--- src/rtl/paddle_if.sv ---
// Frame-tick, button and paddle-position bundle between the
// game front end and the paddle controller.
interface paddle_if #(
  parameter int Y_WIDTH = 10
);
  logic               frame_tick;
  logic [3:0]         btn;
  logic [Y_WIDTH-1:0] p1_y;
  logic [Y_WIDTH-1:0] p2_y;
  logic               p1_moving;
  logic               p2_moving;

  modport master (
    output frame_tick,
    output btn,
    input  p1_y,
    input  p2_y,
    input  p1_moving,
    input  p2_moving
  );

  modport slave (
    input  frame_tick,
    input  btn,
    output p1_y,
    output p2_y,
    output p1_moving,
    output p2_moving
  );
endinterface

--- src/rtl/paddle_controller.sv ---
// Two independent per-frame paddle channels with hold-to-accelerate
// and playfield clamping.
module paddle_channel #(
  parameter int SCREEN_HEIGHT = 480,
  parameter int PADDLE_HEIGHT = 80,
  parameter int BASE_SPEED    = 2,
  parameter int MAX_SPEED     = 8,
  parameter int ACCEL_FRAMES  = 8,
  parameter int Y_WIDTH       = 10
) (
  input  logic               clk,
  input  logic               rst,
  input  logic               tick,
  input  logic               up,
  input  logic               dn,
  output logic [Y_WIDTH-1:0] y,
  output logic               moving
);
  typedef enum logic [1:0] {
    IDLE = 2'd0,
    UP   = 2'd1,
    DOWN = 2'd2
  } state_t;

  localparam int YW = Y_WIDTH;
  localparam logic [3:0]  BASE4 = 4'(BASE_SPEED);
  localparam logic [3:0]  MAX4  = 4'(MAX_SPEED);
  localparam logic [4:0]  MAX5  = 5'(MAX_SPEED);
  localparam logic [7:0]  ACC8  = 8'(ACCEL_FRAMES);
  localparam logic [YW-1:0] YMAX_N =
    YW'(SCREEN_HEIGHT - PADDLE_HEIGHT);
  localparam logic [YW:0] YMAX_W =
    (YW+1)'(SCREEN_HEIGHT - PADDLE_HEIGHT);
  localparam logic [YW-1:0] YCTR =
    YW'((SCREEN_HEIGHT - PADDLE_HEIGHT) / 2);

  state_t        state_q, state_d, req;
  logic [3:0]    speed_q, speed_d, step;
  logic [7:0]    hold_q, hold_d, hold_inc;
  logic [4:0]    spd_up;
  logic [YW-1:0] y_q, y_d, step_n;
  logic [YW:0]   sum;

  always_ff @(posedge clk) begin
    if (rst) begin
      state_q <= IDLE;
      speed_q <= BASE4;
      hold_q  <= '0;
      y_q     <= YCTR;
    end else begin
      state_q <= state_d;
      speed_q <= speed_d;
      hold_q  <= hold_d;
      y_q     <= y_d;
    end
  end

  always_comb begin
    state_d  = state_q;
    speed_d  = speed_q;
    hold_d   = hold_q;
    y_d      = y_q;
    unique case ({up, dn})
      2'b10:   req = UP;
      2'b01:   req = DOWN;
      default: req = IDLE;
    endcase
    // entry or reversal restarts the profile at base speed
    step     = speed_q;
    hold_inc = hold_q + 8'd1;
    if (state_q != req) begin
      step     = BASE4;
      hold_inc = 8'd1;
    end
    spd_up = {1'b0, step} + 5'd1;
    step_n = {{(YW-4){1'b0}}, step};
    sum    = {1'b0, y_q} + {{(YW-3){1'b0}}, step};
    if (tick) begin
      if (req == IDLE) begin
        state_d = IDLE;
        speed_d = BASE4;
        hold_d  = '0;
      end else begin
        state_d = req;
        if (hold_inc == ACC8) begin
          hold_d  = '0;
          speed_d = (spd_up > MAX5) ? MAX4 : spd_up[3:0];
        end else begin
          hold_d  = hold_inc;
          speed_d = step;
        end
        if (req == UP)
          y_d = (y_q < step_n) ? '0 : y_q - step_n;
        else
          y_d = (sum > YMAX_W) ? YMAX_N : sum[YW-1:0];
      end
    end
  end

  assign y      = y_q;
  assign moving = (state_q != IDLE);
endmodule

module paddle_controller #(
  parameter int SCREEN_HEIGHT = 480,
  parameter int PADDLE_HEIGHT = 80,
  parameter int BASE_SPEED    = 2,
  parameter int MAX_SPEED     = 8,
  parameter int ACCEL_FRAMES  = 8,
  parameter int Y_WIDTH       = 10
) (
  input logic     clk,
  input logic     rst,
  paddle_if.slave bus
);
  logic [Y_WIDTH-1:0] y1, y2;
  logic               m1, m2;

  paddle_channel #(
    .SCREEN_HEIGHT(SCREEN_HEIGHT),
    .PADDLE_HEIGHT(PADDLE_HEIGHT),
    .BASE_SPEED   (BASE_SPEED),
    .MAX_SPEED    (MAX_SPEED),
    .ACCEL_FRAMES (ACCEL_FRAMES),
    .Y_WIDTH      (Y_WIDTH)
  ) u_p1 (
    .clk   (clk),
    .rst   (rst),
    .tick  (bus.frame_tick),
    .up    (bus.btn[0]),
    .dn    (bus.btn[1]),
    .y     (y1),
    .moving(m1)
  );

  paddle_channel #(
    .SCREEN_HEIGHT(SCREEN_HEIGHT),
    .PADDLE_HEIGHT(PADDLE_HEIGHT),
    .BASE_SPEED   (BASE_SPEED),
    .MAX_SPEED    (MAX_SPEED),
    .ACCEL_FRAMES (ACCEL_FRAMES),
    .Y_WIDTH      (Y_WIDTH)
  ) u_p2 (
    .clk   (clk),
    .rst   (rst),
    .tick  (bus.frame_tick),
    .up    (bus.btn[2]),
    .dn    (bus.btn[3]),
    .y     (y2),
    .moving(m2)
  );

  assign bus.p1_y      = y1;
  assign bus.p2_y      = y2;
  assign bus.p1_moving = m1;
  assign bus.p2_moving = m2;
endmodule
--- src/flat_wrapper.sv ---
// flat-port wrapper written by rule: the top's interface ports become plain ports
module paddle_controller_flat 
#(
  parameter int SCREEN_HEIGHT = 480,
  parameter int PADDLE_HEIGHT = 80,
  parameter int BASE_SPEED    = 2,
  parameter int MAX_SPEED     = 8,
  parameter int ACCEL_FRAMES  = 8,
  parameter int Y_WIDTH       = 10
)
  (clk, rst, bus_frame_tick, bus_btn, bus_p1_y, bus_p2_y, bus_p1_moving, bus_p2_moving);
  paddle_if #(.Y_WIDTH(Y_WIDTH)) bus_i ();
  input logic clk;
  input logic rst;
  input wire logic [$bits(bus_i.frame_tick)-1:0] bus_frame_tick;
  input wire logic [$bits(bus_i.btn)-1:0] bus_btn;
  output wire logic [$bits(bus_i.p1_y)-1:0] bus_p1_y;
  output wire logic [$bits(bus_i.p2_y)-1:0] bus_p2_y;
  output wire logic [$bits(bus_i.p1_moving)-1:0] bus_p1_moving;
  output wire logic [$bits(bus_i.p2_moving)-1:0] bus_p2_moving;
  assign bus_i.frame_tick = bus_frame_tick;
  assign bus_i.btn = bus_btn;
  assign bus_p1_y = bus_i.p1_y;
  assign bus_p2_y = bus_i.p2_y;
  assign bus_p1_moving = bus_i.p1_moving;
  assign bus_p2_moving = bus_i.p2_moving;
  paddle_controller #(.SCREEN_HEIGHT(SCREEN_HEIGHT), .PADDLE_HEIGHT(PADDLE_HEIGHT), .BASE_SPEED(BASE_SPEED), .MAX_SPEED(MAX_SPEED), .ACCEL_FRAMES(ACCEL_FRAMES), .Y_WIDTH(Y_WIDTH)) u_core (.clk(clk), .rst(rst), .bus(bus_i));
endmodule
--- config.mk ---
export PLATFORM = sky130hd
export DESIGN_NAME = paddle_controller_flat
export DESIGN_NICKNAME = d
export VERILOG_FILES = /design/src/rtl/paddle_if.sv /design/src/rtl/paddle_controller.sv /design/src/flat_wrapper.sv
export SDC_FILE = /design/constraint.sdc
export NUM_CORES = 1
export LEC_CHECK = 0
export CAP_MARGIN = 0
export CORE_AREA = 2 2 99 92
export CTS_CLUSTER_SIZE = 30
export DETAILED_ROUTE_END_ITERATION = 10
export DIE_AREA = 0 0 101 94
export PLACE_DENSITY = 0.66
export REMOVE_ABC_BUFFERS = 1
export SYNTH_ARGS = -nofsm -noshare
export SYNTH_HDL_FRONTEND = slang
export SYNTH_SLANG_ARGS = --single-unit
--- constraint.sdc ---
create_clock -name clk -period 4.3 [get_ports clk]
set_input_delay 0.86 -clock clk [delete_from_list [all_inputs] [get_ports clk]]
set_output_delay 0.86 -clock clk [all_outputs]
set_load 0.005 [all_outputs]
==> results.cfg <==
[outcome]
status = complete, no violations

[critical_path]
crit_required_ns = 4.52
worst_setup_path_end_kind = register
crit_fanout = 4
arrival_ns = 4.29
path_class = input pin to register
start_kind = input pin

[route]
drc = 0
drtAntennaViolNets = 0
routed_wl_mm = 12.0
vias_per_cell = 6.14
drt_iter0_markers = 155
drt_pass1_iterations = 5
num_vias = 4451
drt-wirelength-per-cell_um = 16.6

[clocking]
clk_latency_ns = 0.32
h-tree-depth = 2
clockBufferDepth = 2
clk_pin_slew_ns = 0.11
clockRootBuffer = clkbuf_8
cts.hold.buffers_added = 0
cts_buffers = 5
cts_tree = yes
cts_sinks = 48

[logic_synthesis]
synth_cell_types = 75
yosysWarnings = 0
ys_ff_latch = 48
synthCells = 549
syn_area_per_cell_sq_um = 7.64
synthArstFlopShare_pct = 0
ys_seq_area_share_pct = 22.9
synth_flop_cell = dfxtp_1
syn_area_sq_mm = 0.00420
synth_edf_count = 0

[grt]
overflow = 0
track_usage_pct = 26.3
antenna_found_initial = 0
grt_pass1_wl_mm = 20.4
grt_max_degree = 26
grt_pass1_vias = 4323

[sta]
min_period_over_period_pct = 94.8
rsz0062_at_grt = true
skew_ns = 0.00937
slew_viol_final = 0
period_needed_ns = 4.07
setup_tns_ns = 0
hold_slack_ns = 0.514
layout_setup_ws_ns = 0.226
timing.fmax_mhz = 245
tightestPinTransition_ns = 0.707
finalHoldViolations = 0
slew_headroom_pct = 52.8
finalSetupViolations = 0

[die]
rows = 32
start_util_pct = 49.9
core_area_sq_mm = 0.00841
die_x_um = 101
die_area_sq_mm = 0.00949
io_pins = 29
fp.dieH_um = 94

[finish]
antenna_cells = 0
nets = 657
synthToLayoutAreaGrowth_pct = 23.2
drive_above_1_share_pct = 17.7
design_area_sq_mm = 0.00517

[place]
dpl_worst_slack_ns = -0.257
dp_hpwl_mm = 8.99
io_buffer_count = 28
post_dp_cell_area_sq_mm = 0.00498
routabilityCongestion = 0.919

[hold_path]
worstHoldPathType = register to register

[power_and_ir_drop]
power.total_mw = 1.13
power_density_mw_per_mm2 = 219
irDropWorstVdd_mv = 0.147
leakage_nw = 2.14

[run]
cap_violations = 0
==> power by group <==
group / total, mW / internal, mW / switching, mW
logic: 0.297 / 0.134 / 0.163
clock network: 0.356 / 0.176 / 0.180
registers: 0.481 / 0.457 / 0.0243
==> synthesized netlist by cell type, types with 9 or more instances <==
| cell | n | area share (%) |
|---|---|---|
| xor2_1 | 12 | 2.5 |
| mux2i_1 | 10 | 2.4 |
| ha_1 | 24 | 7.2 |
| nand3_1 | 20 | 2.4 |
| o21ai_0 | 29 | 3.5 |
| o211ai_1 | 10 | 1.8 |
| inv_1 | 29 | 2.6 |
| nor2_1 | 65 | 5.8 |
| clkbuf_1 | 20 | 1.8 |
| a21oi_1 | 36 | 4.3 |
| nor3_1 | 20 | 2.4 |
| nand2_1 | 38 | 3.4 |
| o21ai_1 | 9 | 1.1 |
| xnor2_1 | 16 | 3.3 |
| dfxtp_1 | 48 | 23 |
==> sequential cells by signal, summed over array words and instances (netlist names) <==
signal	flops
u_core.u_p1.y	10
u_core.u_p2.y	10
u_core.u_p2.state_q	2
u_core.u_p2.speed_q	4
u_core.u_p1.hold_q	8
u_core.u_p1.state_q	2
u_core.u_p1.speed_q	4
u_core.u_p2.hold_q	8
==> worst max-delay path, stage by stage <==
cell and delay (ns):
clkdlybuf4s50_1 0.48, inv_1 0.05, ha_1 0.22, xnor2_1 0.18, and3_1 0.23, ha_1 0.19
inv_1 0.06, fa_1 0.41, nor3_2 0.22, o211ai_1 0.14, a21o_1 0.21, a211oi_2 0.25
and4bb_1 0.25, o211ai_1 0.10, buf_4 0.17, o311ai_1 0.28
==> per-stage QoR <==
step / instances / utilization (%)
3_5_place_dp: 716 / 59.2
5_1_grt: 725 / 61.5
6_report: 725 / 61.5
3_3_place_gp: 716 / 59.2
4_1_cts: 724 / 60.6
2_1_floorplan: 518 / -
==> repair_timing <==
action | 4_1_cts | 5_1_grt
resized for setup | 0 | 12
setup endpoints to repair | 0 | 9
buffers inserted | 0 | 1
hold endpoints to repair | 0 | 0
==> cells in the final DEF, fill, tap and decap left out, types with 5 or more instances in the layout <==
master | Yosys | final
clkbuf_8 | 0 | 5
o211ai_1 | 10 | 10
xor2_1 | 12 | 12
dfxtp_1 | 48 | 48
xnor2_1 | 16 | 13
nor2b_1 | 5 | 5
nand3_1 | 20 | 20
mux2i_1 | 10 | 10
a32oi_1 | 8 | 8
nor3_1 | 20 | 17
o21ai_0 | 29 | 29
inv_1 | 29 | 29
clkdlybuf4s50_1 | 0 | 27
and3_1 | 8 | 7
nand2_1 | 38 | 38
buf_4 | 0 | 69
nor4_1 | 5 | 5
nand4_1 | 5 | 5
o31ai_1 | 6 | 6
o21ai_1 | 9 | 9
ha_1 | 24 | 23
a21oi_1 | 36 | 36
a21o_1 | 6 | 6
nor2_1 | 65 | 63
a22oi_1 | 8 | 8
==> final timing paths <==
check                              start               end  slack [ns]  depth (start not counted)
hold reg to reg         u_core.u_p1.y[0]  u_core.u_p1.y[0]        0.51                          2
setup reg to reg  u_core.u_p2.state_q[1]  u_core.u_p2.y[3]        1.14                         13
setup / recovery              bus_btn[3]  u_core.u_p2.y[3]        0.23                         16
hold / removal          u_core.u_p1.y[0]  u_core.u_p1.y[0]        0.51                          2
==> cells by family after synthesis <==
family	Yosys count	share of synthesized area [%]
multiplexers	13	3.19
AND/OR/NAND/NOR	192	22.4
XOR/XNOR	28	5.85
adder cells (fa/ha/maj)	28	9.07
AO/OA/AOI/OAI	178	30.7
buffers and inverters	62	5.93
flip-flops	48	22.9
==> area by class of cell <==
class	count	area, sq um
fillers	772	3240
inverters	31	116
clock buffers	5	68.8
multi-input cells	439	3060
repair buffers	97	793
clock inverters	3	46.3
flip-flops and latches	48	961
well taps	102	128
==> metal layers <==
layer	GRT usage, %	share of wire, %
met5	0	0
met3	3.42	4.0
met2	44.4	48
met1	35.5	46
met4	6.64	1.6
(Power assumes the default switching activity.)
